===== src/rtl/fifo_arb_pkg.sv =====
// Shared types and default sizing for the FIFO write arbiter.
package fifo_arb_pkg;

  localparam int unsigned NUM_PORTS  = 4;
  localparam int unsigned DATA_WIDTH = 32;
  localparam int unsigned BURST_LEN  = 4;

  typedef enum logic {
    IDLE,
    GRANT
  } state_e;

endpackage


===== src/rtl/rr_pick.sv =====
// Combinational round-robin search: first set req bit at or after start, wrapping.
module rr_pick #(
  parameter int unsigned NUM_PORTS = 4,
  parameter int unsigned IDX_W     = 2
) (
  input  logic [NUM_PORTS-1:0] req,
  input  logic [IDX_W-1:0]     start,
  output logic                 found,
  output logic [IDX_W-1:0]     idx
);

  logic [IDX_W-1:0] cand;

  always_comb begin
    found = 1'b0;
    idx   = '0;
    cand  = '0;
    for (int unsigned i = 0; i < NUM_PORTS; i++) begin
      cand = IDX_W'((32'(start) + i) % NUM_PORTS);
      if (!found && req[cand]) begin
        found = 1'b1;
        idx   = cand;
      end
    end
  end

endmodule


===== src/rtl/fifo_wr_arbiter.sv =====
// Round-robin burst arbiter funnelling NUM_PORTS writers into one FIFO write port.
// Define FIFO_WR_ARBITER_STATS_EN to add a saturating full-stall counter output.
module fifo_wr_arbiter #(
  parameter int unsigned NUM_PORTS  = fifo_arb_pkg::NUM_PORTS,
  parameter int unsigned DATA_WIDTH = fifo_arb_pkg::DATA_WIDTH,
  parameter int unsigned BURST_LEN  = fifo_arb_pkg::BURST_LEN,
  localparam int unsigned IdxW      = (NUM_PORTS > 1) ? $clog2(NUM_PORTS) : 1
) (
  input  logic                            clk,
  input  logic                            rst,
  input  logic                            en,
  input  logic [NUM_PORTS-1:0]            req,
  input  logic [NUM_PORTS*DATA_WIDTH-1:0] data_in,
  input  logic                            full,
  output logic [NUM_PORTS-1:0]            ack,
  output logic                            grant_valid,
  output logic [IdxW-1:0]                 grant_idx,
  output logic                            fifo_wr_req,
`ifdef FIFO_WR_ARBITER_STATS_EN
  output logic [15:0]                     stall_cnt,
`endif
  output logic [DATA_WIDTH-1:0]           fifo_data
);

  import fifo_arb_pkg::*;

  localparam int unsigned CntW = $clog2(BURST_LEN + 1);

  state_e             state_q;
  logic               grant_valid_q;
  logic [IdxW-1:0]    grant_idx_q;
  logic [IdxW-1:0]    last_idx_q;
  logic [CntW-1:0]    burst_cnt_q;

  logic [DATA_WIDTH-1:0] port_data [NUM_PORTS];
  logic                  cur_req;
  logic                  last_word;
  logic                  release_grant;
  logic [IdxW-1:0]       search_start;
  logic                  pick_found;
  logic [IdxW-1:0]       pick_idx;

  always_comb begin
    for (int unsigned i = 0; i < NUM_PORTS; i++) begin
      port_data[i] = data_in[i*DATA_WIDTH +: DATA_WIDTH];
    end
  end

  // While granted, last_idx equals grant_idx, so one search start serves both IDLE and release.
  always_comb begin
    search_start = (32'(last_idx_q) == NUM_PORTS - 1) ? '0 : last_idx_q + IdxW'(1);
  end

  rr_pick #(
    .NUM_PORTS (NUM_PORTS),
    .IDX_W     (IdxW)
  ) u_rr_pick (
    .req   (req),
    .start (search_start),
    .found (pick_found),
    .idx   (pick_idx)
  );

  always_comb begin
    cur_req       = req[grant_idx_q];
    fifo_wr_req   = en & grant_valid_q & cur_req & ~full;
    ack           = '0;
    ack[grant_idx_q] = fifo_wr_req;
    fifo_data     = grant_valid_q ? port_data[grant_idx_q] : '0;
    last_word     = fifo_wr_req && (burst_cnt_q == CntW'(BURST_LEN - 1));
    release_grant = last_word || !cur_req;
  end

  assign grant_valid = grant_valid_q;
  assign grant_idx   = grant_idx_q;

  always_ff @(posedge clk) begin
    if (rst) begin
      state_q       <= IDLE;
      grant_valid_q <= 1'b0;
      grant_idx_q   <= '0;
      last_idx_q    <= IdxW'(NUM_PORTS - 1);
      burst_cnt_q   <= '0;
    end else if (en) begin
      case (state_q)
        IDLE: begin
          if (pick_found) begin
            state_q       <= GRANT;
            grant_valid_q <= 1'b1;
            grant_idx_q   <= pick_idx;
            last_idx_q    <= pick_idx;
            burst_cnt_q   <= '0;
          end
        end
        GRANT: begin
          if (release_grant) begin
            burst_cnt_q <= '0;
            if (pick_found) begin
              grant_idx_q <= pick_idx;
              last_idx_q  <= pick_idx;
            end else begin
              state_q       <= IDLE;
              grant_valid_q <= 1'b0;
            end
          end else if (fifo_wr_req) begin
            burst_cnt_q <= burst_cnt_q + CntW'(1);
          end
        end
        default: begin
          state_q       <= IDLE;
          grant_valid_q <= 1'b0;
        end
      endcase
    end
  end

`ifdef FIFO_WR_ARBITER_STATS_EN
  logic [15:0] stall_cnt_q;

  always_ff @(posedge clk) begin
    if (rst) begin
      stall_cnt_q <= '0;
    end else if (en && grant_valid_q && cur_req && full && (stall_cnt_q != 16'hFFFF)) begin
      stall_cnt_q <= stall_cnt_q + 16'd1;
    end
  end

  assign stall_cnt = stall_cnt_q;
`endif

endmodule

===== config.mk =====
export PLATFORM = sky130hd
export DESIGN_NAME = fifo_wr_arbiter
export DESIGN_NICKNAME = d
export VERILOG_FILES = /design/src/rtl/fifo_arb_pkg.sv /design/src/rtl/rr_pick.sv /design/src/rtl/fifo_wr_arbiter.sv
export SDC_FILE = /design/constraint.sdc
export NUM_CORES = 1
export LEC_CHECK = 0
export CORE_ASPECT_RATIO = 1.5
export CORE_UTILIZATION = 28
export DETAILED_ROUTE_END_ITERATION = 10
export PLACE_DENSITY = 0.82
export REMOVE_ABC_BUFFERS = 1
export SLEW_MARGIN = 20
export SYNTH_ARGS = -nofsm -noshare
export SYNTH_HDL_FRONTEND = slang
export SYNTH_SLANG_ARGS = --single-unit

===== constraint.sdc =====
create_clock -name clk -period 2.4 [get_ports clk]
set_clock_uncertainty 0.05 [all_clocks]
set_input_delay 0.24 -clock clk [delete_from_list [all_inputs] [get_ports clk]]
set_output_delay 0.24 -clock clk [all_outputs]
set_load 0.05 [all_outputs]

==> summary.txt, run 1 <==
Run status
  • Status: finished, final reports clean

Clocking
  • Num CTS Buffers: 3
  • CTS resizes: 0
  • Clk sinks: 9
  • Setup Buffers After CTS: 0
  • Deepest clock path buffer count: 2
  • CTS tree: done
  • CTS H-tree lvls: 1
  • Post-CTS Hold Buffers: 0
  • Worst skew pair latency: 240 ps
  • CTS Root Cell: clkbuf_8
  • Worst-path clk slew: 40 ps

STA
  • Tcrit/Tclk final: 91.4%
  • Hold Violations, Final: 0
  • Worst hold margin: 413 ps
  • Fin crit period: 2190 ps
  • Final worst setup slack: 207 ps
  • Worst-margin pin slew: 492 ps
  • Max Fclk: 0.456 GHz
  • Count of final setup violators: 0
  • Max-slew violations: 0
  • Worst rel slew slack: 67.2%
  • RSZ-0062 raised after global routing: no

Synthesis
  • Synth Register Bits: 9
  • Post-Synth XOR/XNOR Area: 0%
  • Cells after synthesis: 140
  • Synth top area cells: mux4_2, and2_1, dfxtp_1
  • Mux cell area share after synthesis: 47.9%
  • Compound-gate portion of the synthesized area: 11.1%
  • Post-Synth Adder-Cell Area: 3.23%
  • Post-Synth Simple-Gate Area: 21.8%
  • Synth Cell Area: 1550 µm²
  • Syn_area_per_cell: 11.1 µm²
  • Synth area leader: mux4_2
  • Combinational family with the most area after synthesis: multiplexers
  • Commonest cells post-synth: and2_1, mux4_2, dfxtp_1
  • Part of the Yosys area used for sequential elements: 11.6%
  • Synth warn: 0
  • Post-synth EDFFs: 0
  • Post-synth top flop: dfxtp_1
  • Yosys top cell area share: 47.9%
  • Distinct cells, synth: 37
  • Post-synth ARST share: 0%

Detailed routing
  • Routed WL per cell: 17.9 µm
  • Routed WL: 6860 µm
  • DR vias/cell: 5.14
  • DRC violations left: 0
  • Initial DRC count: 56
  • Vias post-DR: 1964
  • Drt pass-1 iters: 2
  • Post-route ant nets: 0

Pwr
  • Clk network pwr share: 15.9%
  • Switching Share: 38.1%
  • Net Switching: 440 µW
  • Worst vdd ir: 0.000373 V
  • Int Power: 713 µW
  • Combinational power share: 69.0%
  • Power density cells: 344 nW/µm²
  • Leak pwr: 1.28 nW
  • Seq pwr share: 15.1%
  • Total power: 1.15 mW

Cells and area
  • # nets final: 455
  • Layout cell share with drive strength beyond 1: 29.0%
  • Fin area: 3350 µm²
  • Area Overhead vs Synth: 116%
  • Antenna cells: 0

Setup path
  • Crit Path Class: input pin to output port
  • WP data required: 2110 ps
  • R2R setup slack: 460 ps
  • CP endpoint kind: output port
  • WP data arrival: 1900 ps
  • Worst setup SP type: input pin
  • Worst Path Max Fanout: 5

GRT
  • Total grt overflow: 0
  • Vias in the first global route: 2069
  • Largest net degree at the start of global routing: 39
  • First-pass GRT wire length: 10600 µm
  • Initial antenna violation count: 0
  • Overall Global Routing Usage: 23.4%

Placed design
  • Port buffer count: 175
  • Dpl ws: 96.7 ps
  • Dpl hpwl: 5640 µm
  • Placer Congestion: 0.862
  • Dpl cell area: 3310 µm²

Run
  • MaxCap Viol Count: 0

Hold path
  • Hold Path Class: flip-flop to flip-flop

Floorplanning
  • Starting Density: 29.6%
  • Die width: 62.8 µm
  • I/O pin count: 176
  • Die Area: 5850 µm²
  • CORE AREA: 5250 µm²
  • Placement row count: 32
  • Die height: 93.2 µm
[flip-flops by register name, indices dropped and copies added (netlist names)]
signal       flops
grant_idx        2
burst_cnt_q      3
state_q          1
grant_valid      1
last_idx_q       2
[routing by layer]
layer  track usage, %  vias up  part of all wire, %
li1                 -      908                    -
met1             23.1      939                   34
met3             7.68       22                  9.2
met2             43.3       95                   53
met5                0        -                    0
met4             11.4        0                  4.0
[stage by stage]
step                      std cells  setup TNS, ps  utilization (%)
after CTS                       382              0             64.0
after global routing            382              0             64.0
after floorplan                 128         -36950                -
final                           382              0             64.0
after global placement          378              0             63.1
after detailed placement        378              0             63.1
[worst paths after layout]
check                 startpoint        endpoint  depth (start not counted)
setup / recovery          req[0]          ack[3]                          5
hold / removal    burst_cnt_q[2]  burst_cnt_q[2]                          2
setup reg to reg    grant_idx[1]  burst_cnt_q[2]                          4
hold reg to reg   burst_cnt_q[2]  burst_cnt_q[2]                          2
[power by group through the flow]
stage,sequential [mW],combinational [mW],clock [mW]
after CTS,0.174,0.800,0.187
after detailed placement,0.177,0.798,0
final,0.174,0.795,0.183
after global routing,0.177,0.842,0.191
after global placement,0.177,0.786,0
after floorplan,0.231,0.383,0
[worst max-delay path, cell delays in order]
cell	delay [ps]
clkdlybuf4s50_1	470
mux4_2	540
and4b_2	280
and3_1	190
buf_4	180
[cell type report]
type / count / area (µm²)
fill: 453 / 1890
timing repair buffer: 182 / 1720
multi-input combinational: 114 / 1300
sequential: 9 / 183
tap: 68 / 85.1
clock buffer: 4 / 45.0
inverter: 5 / 18.8
[cell usage in the layout (no fill, tap or decap), drive strengths merged]
| cell | n |
|---|---|
| a2111oi | 1 |
| a211o | 1 |
| a21boi | 1 |
| a21oi | 5 |
| a311o | 1 |
| a31o | 2 |
| and2 | 33 |
| and3 | 1 |
| and3b | 1 |
| and4b | 1 |
| buf | 46 |
| clkbuf | 4 |
| clkdlybuf4s50 | 136 |
| dfxtp | 9 |
| ha | 4 |
| inv | 5 |
| mux4 | 33 |
| nand2 | 7 |
| nand2b | 1 |
| nand3 | 2 |
| nand4b | 1 |
| nor2 | 1 |
| nor2b | 1 |
| nor3b | 1 |
| nor4 | 1 |
| nor4b | 1 |
| o211ai | 3 |
| o21a | 1 |
| o21ai | 2 |
| o21ba | 1 |
| o311a | 1 |
| o31ai | 1 |
| o32ai | 1 |
| o41ai | 1 |
| or3 | 2 |
| or3b | 1 |
[cells by family (layout without fill, tap and decap cells)]
kind of cell | after synthesis | after routing
buf+inv | 17 | 191
flops | 9 | 9
simple gates | 55 | 55
fa+ha+maj | 4 | 4
compound gates | 22 | 22
mux | 33 | 33
Power figures use the tool's default switching activity.
==> inputs of run 2 (changes only) <==
--- a/config.mk
+++ b/config.mk
@@ -5,10 +5,11 @@
 export SDC_FILE = /design/constraint.sdc
 export NUM_CORES = 1
 export LEC_CHECK = 0
+export ABC_AREA = 1
 export CORE_ASPECT_RATIO = 1.5
-export CORE_UTILIZATION = 28
+export CORE_UTILIZATION = 30
 export DETAILED_ROUTE_END_ITERATION = 10
-export PLACE_DENSITY = 0.82
+export PLACE_DENSITY = 0.83
 export REMOVE_ABC_BUFFERS = 1
 export SLEW_MARGIN = 20
 export SYNTH_ARGS = -nofsm -noshare
==> summary.txt, run 2 <==
Run status
  • Status: finished, final reports clean

Floorplanning
  • Starting Density: 31.4%
  • Placement row count: 33
  • Die Area: 6100 µm²
  • I/O pin count: 176
  • CORE AREA: 5530 µm²
  • Die height: 95.2 µm
  • Die width: 64.1 µm

Synthesis
  • Cells after synthesis: 286
  • Synth Register Bits: 9
  • Yosys top cell area share: 14.3%
  • Part of the Yosys area used for sequential elements: 10.4%
  • Syn_area_per_cell: 6.07 µm²
  • Distinct cells, synth: 29
  • Synth warn: 0
  • Post-synth ARST share: 0%
  • Commonest cells post-synth: nand2_1, nand3_1, a22oi_1, a31oi_1, inv_1
  • Synth Cell Area: 1740 µm²
  • Count leader, synth: nand2_1
  • Post-synth top flop: dfxtp_1
  • Synth top area cells: nand2_1, a22oi_1, nand3_1
  • Post-synth EDFFs: 0
  • Synth area leader: nand2_1

Setup path
  • Worst setup SP type: flip-flop
  • Crit Path Class: flip-flop to output port
  • Worst r2r path cells: 15
  • WP data required: 2110 ps
  • Worst Path Max Fanout: 33
  • CP endpoint kind: output port
  • WP data arrival: 1980 ps

GRT
  • Vias in the first global route: 2814
  • First-pass GRT wire length: 14100 µm
  • Initial antenna violation count: 0
  • Total grt overflow: 0
  • Largest net degree at the start of global routing: 34
  • Overall Global Routing Usage: 29.8%

Cells and area
  • Max FFs per register: 3
  • Area Overhead vs Synth: 133%
  • Layout cell share with drive strength beyond 1: 20.8%
  • # nets final: 597
  • Finished Layout Cells: 526
  • Most flop-heavy register: burst_cnt_q
  • Most common cell after layout, fill and taps aside: clkdlybuf4s50_1
  • Final core occ: 73.2%
  • Antenna cells: 0
  • Commonest non-fill, non-tap cells in the layout: clkdlybuf4s50_1, nand2_1, nand3_1

Placed design
  • Placed cells: 522
  • Port buffer count: 175
  • Dpl hpwl: 7580 µm
  • Placer Congestion: 0.982

Hold path
  • Hold Crit Depth: 2
  • Hold Path Class: flip-flop to flip-flop

Pwr
  • Worst vdd ir: 0.000558 V
  • Leak pwr: 1.54 nW
  • Total power: 3.08 mW
  • Power density cells: 761 nW/µm²

Run
  • MaxCap Viol Count: 0

Clocking
  • CTS tree: done
  • Deepest clock path buffer count: 2
  • CTS Root Cell: clkbuf_8
  • Clk sinks: 9
  • Worst skew pair latency: 240 ps
  • Num CTS Buffers: 3
  • Setup Buffers After CTS: 0
  • Worst-path clk slew: 50 ps
  • CTS H-tree lvls: 1

Detailed routing
  • DRC violations left: 0
  • Initial DRC count: 202
  • DR WL met2: 4380 µm
  • Drt pass-1 iters: 4
  • DRT met1 WL: 3560 µm
  • Routed WL: 9310 µm
  • Top sig layer: met4
  • Post-route ant nets: 0
  • WL met3: 989 µm
  • Vias post-DR: 2877
  • DR vias/cell: 5.47
  • Routed WL per cell: 17.7 µm

STA
  • Max Fclk: 0.441 GHz
  • Worst-margin pin slew: 969 ps
  • Worst hold margin: 413 ps
  • Max-slew violations: 0
  • Tcrit/Tclk final: 94.6%
  • TNS Setup: 0 ps
  • Count of final setup violators: 0
  • Worst rel slew slack: 35.3%
  • Fin crit period: 2270 ps
  • RSZ-0062 raised after global routing: no
  • Hold Violations, Final: 0
[run 2: timing repair]
item | 4_1_cts | 5_1_grt
hold endpoints to repair | 0 | 0
hold buffers | 0 | 0
setup endpoints to repair | 0 | 4
resized for setup | 0 | 4
[run 2: area by class of cell]
| type | instances | area, µm² |
|---|---|---|
| timing repair buffer | 187 | 2270 |
| inverter | 22 | 82.6 |
| fill | 431 | 1480 |
| multi-input combinational | 234 | 1380 |
| sequential | 9 | 183 |
| clock buffer | 4 | 45.0 |
| tap | 70 | 87.6 |
[run 2: final timing paths]
kind | start | end | slack (ps)
max | grant_idx[1] | ack[3] | 130
min | burst_cnt_q[2] | burst_cnt_q[2] | 410
max reg2reg | last_idx_q[0] | burst_cnt_q[1] | 190
min reg2reg | burst_cnt_q[2] | burst_cnt_q[2] | 410
[run 2: where the power goes]
| group | leakage (nW) | internal [mW] | switching (mW) |
|---|---|---|---|
| clock network | 0.0228 | 0.116 | 0.0614 |
| logic | 1.44 | 1.13 | 1.54 |
| registers | 0.0752 | 0.188 | 0.0545 |
| total | 1.54 | 1.43 | 1.65 |
[run 2: per-stage QoR]
step / instance area [µm²] / worst slack (ps)
floorplan: 1640 / -1330
global placement: 3990 / 380
detailed placement: 3990 / 265
CTS: 4040 / 23.7
global route: 4050 / 9.81
finish: 4050 / 130
[run 2: worst max-delay path, cell delays in order, from the launching register on]
cell and delay [ps]:
dfxtp_2 440, inv_2 100, nor2_4 110, buf_12 200
nand2_2 80, nand4_4 100, nand3_1 190, nor3_1 330
buf_12 180
[run 2: logic make-up (layout without fill, tap and decap cells)]
| family | count (synthesis) | in the layout | synth area share (%) |
|---|---|---|---|
| AND/OR/NAND/NOR | 150 | 150 | 45.1 |
| AO/OA/AOI/OAI | 80 | 80 | 31.1 |
| buffers and inverters | 43 | 213 | 10.5 |
| flip-flops | 9 | 9 | 10.4 |
| adder cells (fa/ha/maj) | 4 | 4 | 2.88 |
[run 2: per-layer routing]
layer | vias up | global-route usage (%)
li1 | 1363 | -
met1 | 1310 | 34.6
met5 | - | 0
met4 | 0 | 13.3
met3 | 31 | 7.66
met2 | 173 | 51.1
==> inputs of run 3 (changes only) <==
--- a/config.mk
+++ b/config.mk
@@ -9,6 +9,7 @@
 export CORE_ASPECT_RATIO = 1.5
 export CORE_UTILIZATION = 30
 export DETAILED_ROUTE_END_ITERATION = 10
+export MAX_ROUTING_LAYER = met4
 export PLACE_DENSITY = 0.83
 export REMOVE_ABC_BUFFERS = 1
 export SLEW_MARGIN = 20
==> summary.txt, run 3 (synthesis results as in run 2) <==
Clocking
  • Clk sinks: 9
  • CTS resizes: 0
  • CTS Root Cell: clkbuf_8
  • Worst-path clk slew: 40 ps
  • Worst skew pair latency: 230 ps
  • Post-CTS Hold Buffers: 0
  • Num CTS Buffers: 3
  • CTS tree: done
  • Deepest clock path buffer count: 2
  • CTS H-tree lvls: 1
  • Setup Buffers After CTS: 0

Floorplanning
  • Die width: 64.1 µm
  • Starting Density: 31.4%
  • Die Area: 6100 µm²
  • I/O pin count: 176
  • Die height: 95.2 µm
  • Placement row count: 33
  • CORE AREA: 5530 µm²

Cells and area
  • Antenna cells: 0
  • Area Overhead vs Synth: 134%
  • Max FFs per register: 3
  • Final core occ: 73.3%
  • Finished Layout Cells: 528
  • Layout cell share with drive strength beyond 1: 20.5%
  • Most flop-heavy register: burst_cnt_q
  • Commonest non-fill, non-tap cells in the layout: clkdlybuf4s50_1, nand2_1, nand3_1
  • # nets final: 599
  • Most common cell after layout, fill and taps aside: clkdlybuf4s50_1

Setup path
  • Worst setup SP type: flip-flop
  • Worst Path Max Fanout: 15
  • Crit Path Class: flip-flop to output port
  • Critical Path End: ack[2]
  • CP endpoint kind: output port
  • Crit Reg-Reg Endpoint: burst_cnt_q[1]
  • CP max stage delay: 450 ps
  • WP data required: 2110 ps
  • R2R setup slack: 230 ps
  • CP Cell Sequence: buf_4, nand3_1, nand4_4, nand3_1, nor3_1, buf_12
  • CP max-delay cell: dfxtp_1
  • Crit path top cell by count: nand3_1
  • Worst flop-to-flop path startpoint: last_idx_q[0]
  • WP data arrival: 1950 ps
  • Crit path from: grant_idx[1]
  • Worst r2r path cells: 15

STA
  • Hold Violations, Final: 0
  • Worst-margin pin slew: 901 ps
  • Max-slew violations: 0
  • Worst hold margin: 408 ps
  • TNS Setup: 0 ps
  • Max Fclk: 0.446 GHz
  • Fin crit period: 2240 ps
  • RSZ-0062 raised after global routing: no
  • Tcrit/Tclk final: 93.4%
  • Count of final setup violators: 0
  • Worst rel slew slack: 39.9%

Run
  • MaxCap Viol Count: 0

Placed design
  • Port buffer count: 175
  • Placer Congestion: 0.926
  • Dpl hpwl: 7600 µm
  • Placed cells: 524

GRT
  • Initial antenna violation count: 0
  • Overall Global Routing Usage: 31.0%
  • Total grt overflow: 0
  • Largest net degree at the start of global routing: 35
  • Vias in the first global route: 2769
  • First-pass GRT wire length: 14100 µm

Pwr
  • Worst vdd ir: 0.000600 V
  • Power density cells: 759 nW/µm²
  • Leak pwr: 1.54 nW
  • Total power: 3.08 mW

Detailed routing
  • Post-route ant nets: 0
  • Routed WL: 9360 µm
  • Routed WL per cell: 17.7 µm
  • Vias post-DR: 2871
  • Drt pass-1 iters: 5
  • Initial DRC count: 294
  • DRC violations left: 0
  • DR vias/cell: 5.44

Run status
  • Status: finished, final reports clean

Hold path
  • Hold Path Class: flip-flop to flip-flop
==> run 3: layout make-up <==
cell class                 instances  area, µm²
sequential                         9        180
timing repair buffer             189       2280
fill                             453       1480
tap                               70       87.6
clock buffer                       4       45.0
inverter                          22       82.6
multi-input combinational        234       1380
==> run 3: where the power goes <==
part	leakage (nW)	total [mW]	internal, mW	switching [mW]
clock network	0.0228	0.173	0.116	0.0578
logic	1.45	2.68	1.14	1.54
registers	0.0743	0.226	0.186	0.0403
==> run 3: per-layer routing <==
layer	GRT usage, %	routed length, µm
met2	52.3	4440
met4	9.44	265
met3	5.62	875
met1	37.2	3780
met5	-	0
==> run 3: metrics by stage <==
stage / worst slack [ps] / area (µm²)
2_1_floorplan: -1330 / 1640
3_3_place_gp: 369 / 4010
3_5_place_dp: 268 / 4010
4_1_cts: 164 / 4050
5_1_grt: 16.4 / 4060
6_report: 158 / 4060
==> run 3: worst min-delay path by stage <==
stage | slack (ps) | cells after the start | start | end
floorplan | 260 | 1 | rst | burst_cnt_q[0]
global placement | 400 | 2 | burst_cnt_q[2] | burst_cnt_q[2]
detailed placement | 410 | 2 | burst_cnt_q[2] | burst_cnt_q[2]
CTS | 410 | 2 | burst_cnt_q[2] | burst_cnt_q[2]
global route | 440 | 2 | burst_cnt_q[2] | burst_cnt_q[2]
finish | 410 | 2 | burst_cnt_q[2] | burst_cnt_q[2]
==> run 3: critical path: cells and delay by family (launching register included) <==
family	cells	cell delay [ps]
buffers and inverters	2	470
and+or+nand+nor	4	790
DFF	1	450
